`config.mk`:
```
export PLATFORM = sky130hd
export DESIGN_NAME = rx_block_lock_ctrl
export DESIGN_NICKNAME = d
export VERILOG_FILES = /design/src/rtl/rx_block_lock_ctrl.sv
export SDC_FILE = /design/constraint.sdc
export NUM_CORES = 1
export LEC_CHECK = 0
export CAP_MARGIN = 20
export CORE_MARGIN = 2
export CORE_UTILIZATION = 52
export DETAILED_ROUTE_END_ITERATION = 12
export PLACE_DENSITY = 0.78
export SLEW_MARGIN = 5
export SYNTH_ARGS = -nofsm -noshare
export SYNTH_HDL_FRONTEND = slang
export SYNTH_SLANG_ARGS = --single-unit
```
`constraint.sdc`:
```
create_clock -name i_clk -period 2.1 [get_ports i_clk]
set_input_delay 0.315 -clock i_clk [delete_from_list [all_inputs] [get_ports i_clk]]
set_output_delay 0.315 -clock i_clk [all_outputs]
set_load 0.05 [all_outputs]
```
`src/rtl/rx_block_lock_ctrl.sv`:
```
// 64B/66B receive block-lock controller for one GT lane.
// Hunts sync-header alignment with bitslips, then monitors header errors per window.
module rx_block_lock_ctrl #(
    parameter int unsigned P_LOCK_CNT  = 64,
    parameter int unsigned P_WIN_LEN   = 64,
    parameter int unsigned P_BAD_MAX   = 16,
    parameter int unsigned P_SLIP_WAIT = 32
) (
    input  logic       i_clk,
    input  logic       i_rst,
    input  logic       i_gt_ready,
    input  logic [1:0] i_header,
    input  logic       i_header_valid,
    output logic       o_slip,
    output logic       o_block_lock,
    output logic [7:0] o_slip_cnt
);

    localparam int SH_W  = $clog2(P_LOCK_CNT + 1);
    localparam int WIN_W = $clog2(P_WIN_LEN + 1);
    localparam int BAD_W = $clog2(P_BAD_MAX + 1);
    localparam int WT_W  = $clog2(P_SLIP_WAIT + 1);

    typedef enum logic [2:0] {
        S_IDLE,
        S_TEST,
        S_LOCKED,
        S_SLIP,
        S_SLIP_WAIT
    } state_t;

    state_t             state_q, state_d;
    logic [SH_W-1:0]    sh_cnt_q, sh_cnt_d;
    logic [WIN_W-1:0]   win_cnt_q, win_cnt_d;
    logic [BAD_W-1:0]   bad_cnt_q, bad_cnt_d;
    logic [WT_W-1:0]    wait_cnt_q, wait_cnt_d;
    logic               slip_q, slip_d;
    logic               lock_q, lock_d;
    logic [7:0]         slip_cnt_q, slip_cnt_d;
    logic               good;
    logic               go_slip;

    assign good = i_header[1] ^ i_header[0];

    always_comb begin
        state_d    = state_q;
        sh_cnt_d   = sh_cnt_q;
        win_cnt_d  = win_cnt_q;
        bad_cnt_d  = bad_cnt_q;
        wait_cnt_d = wait_cnt_q;
        slip_d     = 1'b0;
        lock_d     = lock_q;
        slip_cnt_d = slip_cnt_q;
        go_slip    = 1'b0;

        if (!i_gt_ready) begin
            state_d    = S_IDLE;
            lock_d     = 1'b0;
            sh_cnt_d   = '0;
            win_cnt_d  = '0;
            bad_cnt_d  = '0;
            wait_cnt_d = '0;
        end else begin
            case (state_q)
                S_IDLE: begin
                    sh_cnt_d   = '0;
                    win_cnt_d  = '0;
                    bad_cnt_d  = '0;
                    wait_cnt_d = '0;
                    lock_d     = 1'b0;
                    state_d    = S_TEST;
                end
                S_TEST: begin
                    if (i_header_valid) begin
                        if (!good) begin
                            go_slip = 1'b1;
                        end else if (sh_cnt_q == SH_W'(P_LOCK_CNT - 1)) begin
                            lock_d    = 1'b1;
                            sh_cnt_d  = '0;
                            win_cnt_d = '0;
                            bad_cnt_d = '0;
                            state_d   = S_LOCKED;
                        end else begin
                            sh_cnt_d = sh_cnt_q + SH_W'(1);
                        end
                    end
                end
                S_LOCKED: begin
                    // A bad header that also closes the window still drops lock
                    if (i_header_valid) begin
                        if (!good && bad_cnt_q == BAD_W'(P_BAD_MAX - 1)) begin
                            go_slip = 1'b1;
                            lock_d  = 1'b0;
                        end else if (win_cnt_q == WIN_W'(P_WIN_LEN - 1)) begin
                            win_cnt_d = '0;
                            bad_cnt_d = '0;
                        end else begin
                            win_cnt_d = win_cnt_q + WIN_W'(1);
                            if (!good) begin
                                bad_cnt_d = bad_cnt_q + BAD_W'(1);
                            end
                        end
                    end
                end
                S_SLIP: begin
                    sh_cnt_d   = '0;
                    win_cnt_d  = '0;
                    bad_cnt_d  = '0;
                    wait_cnt_d = '0;
                    state_d    = S_SLIP_WAIT;
                end
                S_SLIP_WAIT: begin
                    if (wait_cnt_q == WT_W'(P_SLIP_WAIT - 1)) begin
                        wait_cnt_d = '0;
                        state_d    = S_TEST;
                    end else begin
                        wait_cnt_d = wait_cnt_q + WT_W'(1);
                    end
                end
                default: begin
                    state_d = S_IDLE;
                end
            endcase

            if (go_slip) begin
                state_d   = S_SLIP;
                slip_d    = 1'b1;
                sh_cnt_d  = '0;
                win_cnt_d = '0;
                bad_cnt_d = '0;
                if (slip_cnt_q != 8'hFF) begin
                    slip_cnt_d = slip_cnt_q + 8'd1;
                end
            end
        end
    end

    always_ff @(posedge i_clk or posedge i_rst) begin
        if (i_rst) begin
            state_q    <= S_IDLE;
            sh_cnt_q   <= '0;
            win_cnt_q  <= '0;
            bad_cnt_q  <= '0;
            wait_cnt_q <= '0;
            slip_q     <= 1'b0;
            lock_q     <= 1'b0;
            slip_cnt_q <= '0;
        end else begin
            state_q    <= state_d;
            sh_cnt_q   <= sh_cnt_d;
            win_cnt_q  <= win_cnt_d;
            bad_cnt_q  <= bad_cnt_d;
            wait_cnt_q <= wait_cnt_d;
            slip_q     <= slip_d;
            lock_q     <= lock_d;
            slip_cnt_q <= slip_cnt_d;
        end
    end

    assign o_slip       = slip_q;
    assign o_block_lock = lock_q;
    assign o_slip_cnt   = slip_cnt_q;

endmodule
```
==> impl_metrics.yaml <==
status:
  status: "completed"
yosys:
  synth_area_um2: 2080
  synthCells: 214
  synth-warning-count: 0
  syn-num-nets: 226
  synth_seq_cells: 38
  syn_area_per_cell_um2: 9.71
  synthTopCellsByArea: "sky130_fd_sc_hd__dfrtp_1 (46%), sky130_fd_sc_hd__o21ai_0 (4.6%), sky130_fd_sc_hd__ha_1 (3.6%)"
  ys_seq_area_share_pct: 45.8
  yosys.area.top_type_share_pct: 45.8
  synth_flop_cell: "sky130_fd_sc_hd__dfrtp_1"
  synth_largest_area_cell: "sky130_fd_sc_hd__dfrtp_1"
  yosysUniqueCellTypes: 48
  synth-edff-count: 0
  asyncSetResetFlopFracSynth_pct: 100
cts:
  clock_tree_from_tritoncts: "done"
  number_of_buffers_on_the_longest_clock_path: 2
  cts_max_level: 2
  clkTransAtPathRegs_ns: 0.08
  insertion_delay_ns: 0.29
  number_of_buffers_created_by_cts: 5
  cts_sinks: 38
  root_driver: "sky130_fd_sc_hd__clkbuf_8"
pwr:
  switching_share_of_total_power_pct: 37.1
  switching_power_uw: 865
  cell_internal_pwr_mw: 1.47
  power.share.clock_pct: 22.8
  post_layout_total_power_mw: 2.33
  share_of_power_burned_in_registers_pct: 38.6
  power-per-cell-area_nw_per_um2: 876
  power_leakage_nw: 1.14
  worst_ir_drop_vdd_mv: 0.415
  portion_of_total_power_attributed_to_combinational_logic_pct: 38.6
floorplan:
  die_area_um2: 4520
  floorplan.core_area_um2: 3740
  io_pins: 16
  floorplan.rows: 22
  initial_utilization_pct: 55.5
  die_h_um: 67.2
  die_w_um: 67.2
worst_setup_path:
  startpoint_type: "flop"
  worst_r2r_endpoint: "o_slip_cnt[1]"
  reg2reg_depth: 7
  setup.worst_path.end_class: "flop"
  worst_path_maximum_fanout: 8
  cp_data_required_time_ns: 2.28
  crit-reg2reg-launch: "bad_cnt_q[1]"
  worst-setup-path-type: "reg2reg"
  reg2reg_slack_ns: 0.05
  cp.arrival_ns: 2.23
routing:
  routed_via_count_divided_by_cell_count: 5.61
  drt_drc: 0
  wl_per_cell_um: 13.7
  antenna_violating_nets_post_route: 0
  num_vias: 1751
  totalWireLength_um: 4260
  firstDrtPassIters: 4
  drtIter0Drc: 92
finish:
  syn_to_final_growth_pct: 28.1
  final_net_count: 275
  fill_cells: 300
  final_layout_size_suffix_gt1_share_pct: 22.0
  insertedDiodeCount: 0
  final_cell_area_um2: 2660
global_routing:
  grt_max_degree: 39
  grt_usage_pct: 21.5
  grt_pass1_vias: 1682
  antenna_found_initial: 0
  grt_pass1_wl_um: 7350
  globalRouteOverflowTotal: 0
timing:
  finalSetupViolations: 0
  achievable-frequency_mhz: 488
  final_hold_viol_count: 0
  final_setup_skew_ns: 0.00721
  max_slew_margin_pct: 53.8
  worst_tran_pin_value_ns: 0.686
  slew_viol_final: 0
  period_minus_slack_ns: 2.05
  totalNegativeSetupSlack_ns: 0
  timing.final.crit_share_pct: 97.6
placement:
  place_hpwl_um: 3050
  port-buffer-count: 15
  postPlaceCellArea_um2: 2510
  routability_congestion_estimate: 0.808
hold_path:
  holdCritPathClass: "in2async"
job:
  max-cap-violations: 0
-- final cells by class --
class / instances / area [um^2] / area share [%]
multi-input combinational: 160 / 1120 / 42.1
inverter: 10 / 37.5 / 1.41
sequential: 38 / 951 / 35.7
clock buffer: 6 / 82.6 / 3.10
clock inverter: 2 / 12.5 / 0.470
tap: 48 / 60.1 / 2.26
timing repair buffer: 48 / 398 / 14.9
-- Yosys cell counts, types with 2 or more instances --
cell	n
sky130_fd_sc_hd__a211oi_1	2
sky130_fd_sc_hd__a21oi_1	2
sky130_fd_sc_hd__a31oi_1	4
sky130_fd_sc_hd__and3_1	8
sky130_fd_sc_hd__buf_2	4
sky130_fd_sc_hd__dfrtp_1	38
sky130_fd_sc_hd__ha_1	6
sky130_fd_sc_hd__inv_1	10
sky130_fd_sc_hd__nand2_1	17
sky130_fd_sc_hd__nand2b_1	5
sky130_fd_sc_hd__nand3_1	10
sky130_fd_sc_hd__nand3b_1	3
sky130_fd_sc_hd__nand4_1	6
sky130_fd_sc_hd__nor2_1	15
sky130_fd_sc_hd__nor3_1	2
sky130_fd_sc_hd__nor3b_1	4
sky130_fd_sc_hd__o211ai_1	2
sky130_fd_sc_hd__o21a_1	3
sky130_fd_sc_hd__o21ai_0	19
sky130_fd_sc_hd__o21ai_1	5
sky130_fd_sc_hd__o22ai_1	2
sky130_fd_sc_hd__o31ai_1	9
sky130_fd_sc_hd__o41ai_1	2
sky130_fd_sc_hd__or3_1	3
sky130_fd_sc_hd__xnor2_1	8
sky130_fd_sc_hd__xor2_1	3
-- worst max path at each step --
stage	startpoint	endpoint	cells past startpoint
floorplan	bad_cnt_q[0]	o_slip_cnt[1]	8
global placement	i_header[0]	o_slip_cnt[1]	5
detailed placement	i_header[0]	o_slip_cnt[1]	5
CTS	bad_cnt_q[1]	sh_cnt_q[3]	10
global route	bad_cnt_q[1]	o_slip_cnt[1]	7
finish	bad_cnt_q[1]	o_slip_cnt[1]	7
-- critical path, stage by stage (launching register included) --
cell	delay, ns
sky130_fd_sc_hd__dfrtp_1	0.36
sky130_fd_sc_hd__ha_2	0.18
sky130_fd_sc_hd__and3_4	0.18
sky130_fd_sc_hd__ha_4	0.13
sky130_fd_sc_hd__nand3b_1	0.13
sky130_fd_sc_hd__a211oi_4	0.37
sky130_fd_sc_hd__and3_4	0.30
sky130_fd_sc_hd__mux2_4	0.31
-- layout by cell type (no fill, tap or decap), types with 4 or more instances in the layout --
cell,count
sky130_fd_sc_hd__nand2_1,17
sky130_fd_sc_hd__clkdlybuf4s50_1,15
sky130_fd_sc_hd__xnor2_1,8
sky130_fd_sc_hd__nand2b_1,5
sky130_fd_sc_hd__o21ai_0,19
sky130_fd_sc_hd__o31ai_1,9
sky130_fd_sc_hd__ha_1,4
sky130_fd_sc_hd__nand3_1,9
sky130_fd_sc_hd__a31oi_1,4
sky130_fd_sc_hd__dfrtp_1,38
sky130_fd_sc_hd__nor2_1,15
sky130_fd_sc_hd__o21ai_1,4
sky130_fd_sc_hd__nand4_1,6
sky130_fd_sc_hd__inv_1,10
sky130_fd_sc_hd__buf_4,33
sky130_fd_sc_hd__clkbuf_8,6
sky130_fd_sc_hd__and3_1,6
-- sequential cells by signal, summed over array words and instances (netlist names) --
signal / count
bad_cnt_q: 5
o_block_lock: 1
o_slip: 1
o_slip_cnt: 8
sh_cnt_q: 7
state_q: 3
wait_cnt_q: 6
win_cnt_q: 7
-- metrics by stage --
stage               hold slack, ns  setup WS (ns)  std cells  util, %
floorplan                    0.440         0.0185        214        -
global placement             0.465        -0.0531        301     67.0
detailed placement           0.469        -0.0900        301     67.0
CTS                          0.453         0.0165        310     69.8
global route                 0.493       -0.00334        312     71.1
finish                       0.430         0.0508        312     71.1
-- repair_timing --
item | in CTS | in global routing
endpoints found under the setup margin | 8 | 12
pin swaps | 1 | 7
resized for setup | 1 | 8
buffers inserted | 1 | 3
hold endpoints to repair | 0 | 0
hold buffers | 0 | 0
-- metal layers --
metal / share of wire [%] / routed length, um / track usage [%] / vias up
met1: 47 / 2010 / 27.6 / 841
met4: 1.5 / 65 / 8.67 / 0
met3: 2.7 / 114 / 4.83 / 6
li1: - / - / - / 883
met2: 49 / 2080 / 35.0 / 21
met5: 0 / 0 / 0 / -
-- cells by family (layout without fill, tap and decap cells) --
logic type,Yosys count,count (layout),share of synthesized area [%]
XOR/XNOR,12,12,5.42
buffers and inverters,16,66,3.49
adder cells (fa/ha/maj),6,6,3.61
AND/OR/NAND/NOR,83,83,22.9
flip-flops,38,38,45.8
multiplexers,2,2,1.02
AO/OA/AOI/OAI,57,57,17.8
-- power by group through the flow --
stage	clock network (mW)	registers, mW	logic, mW
floorplan	0	0.961	0.476
global placement	0	0.908	0.837
detailed placement	0	0.912	0.850
CTS	0.545	0.899	0.862
global route	0.580	0.915	0.980
finish	0.532	0.901	0.900
Power figures use the tool's default switching activity.
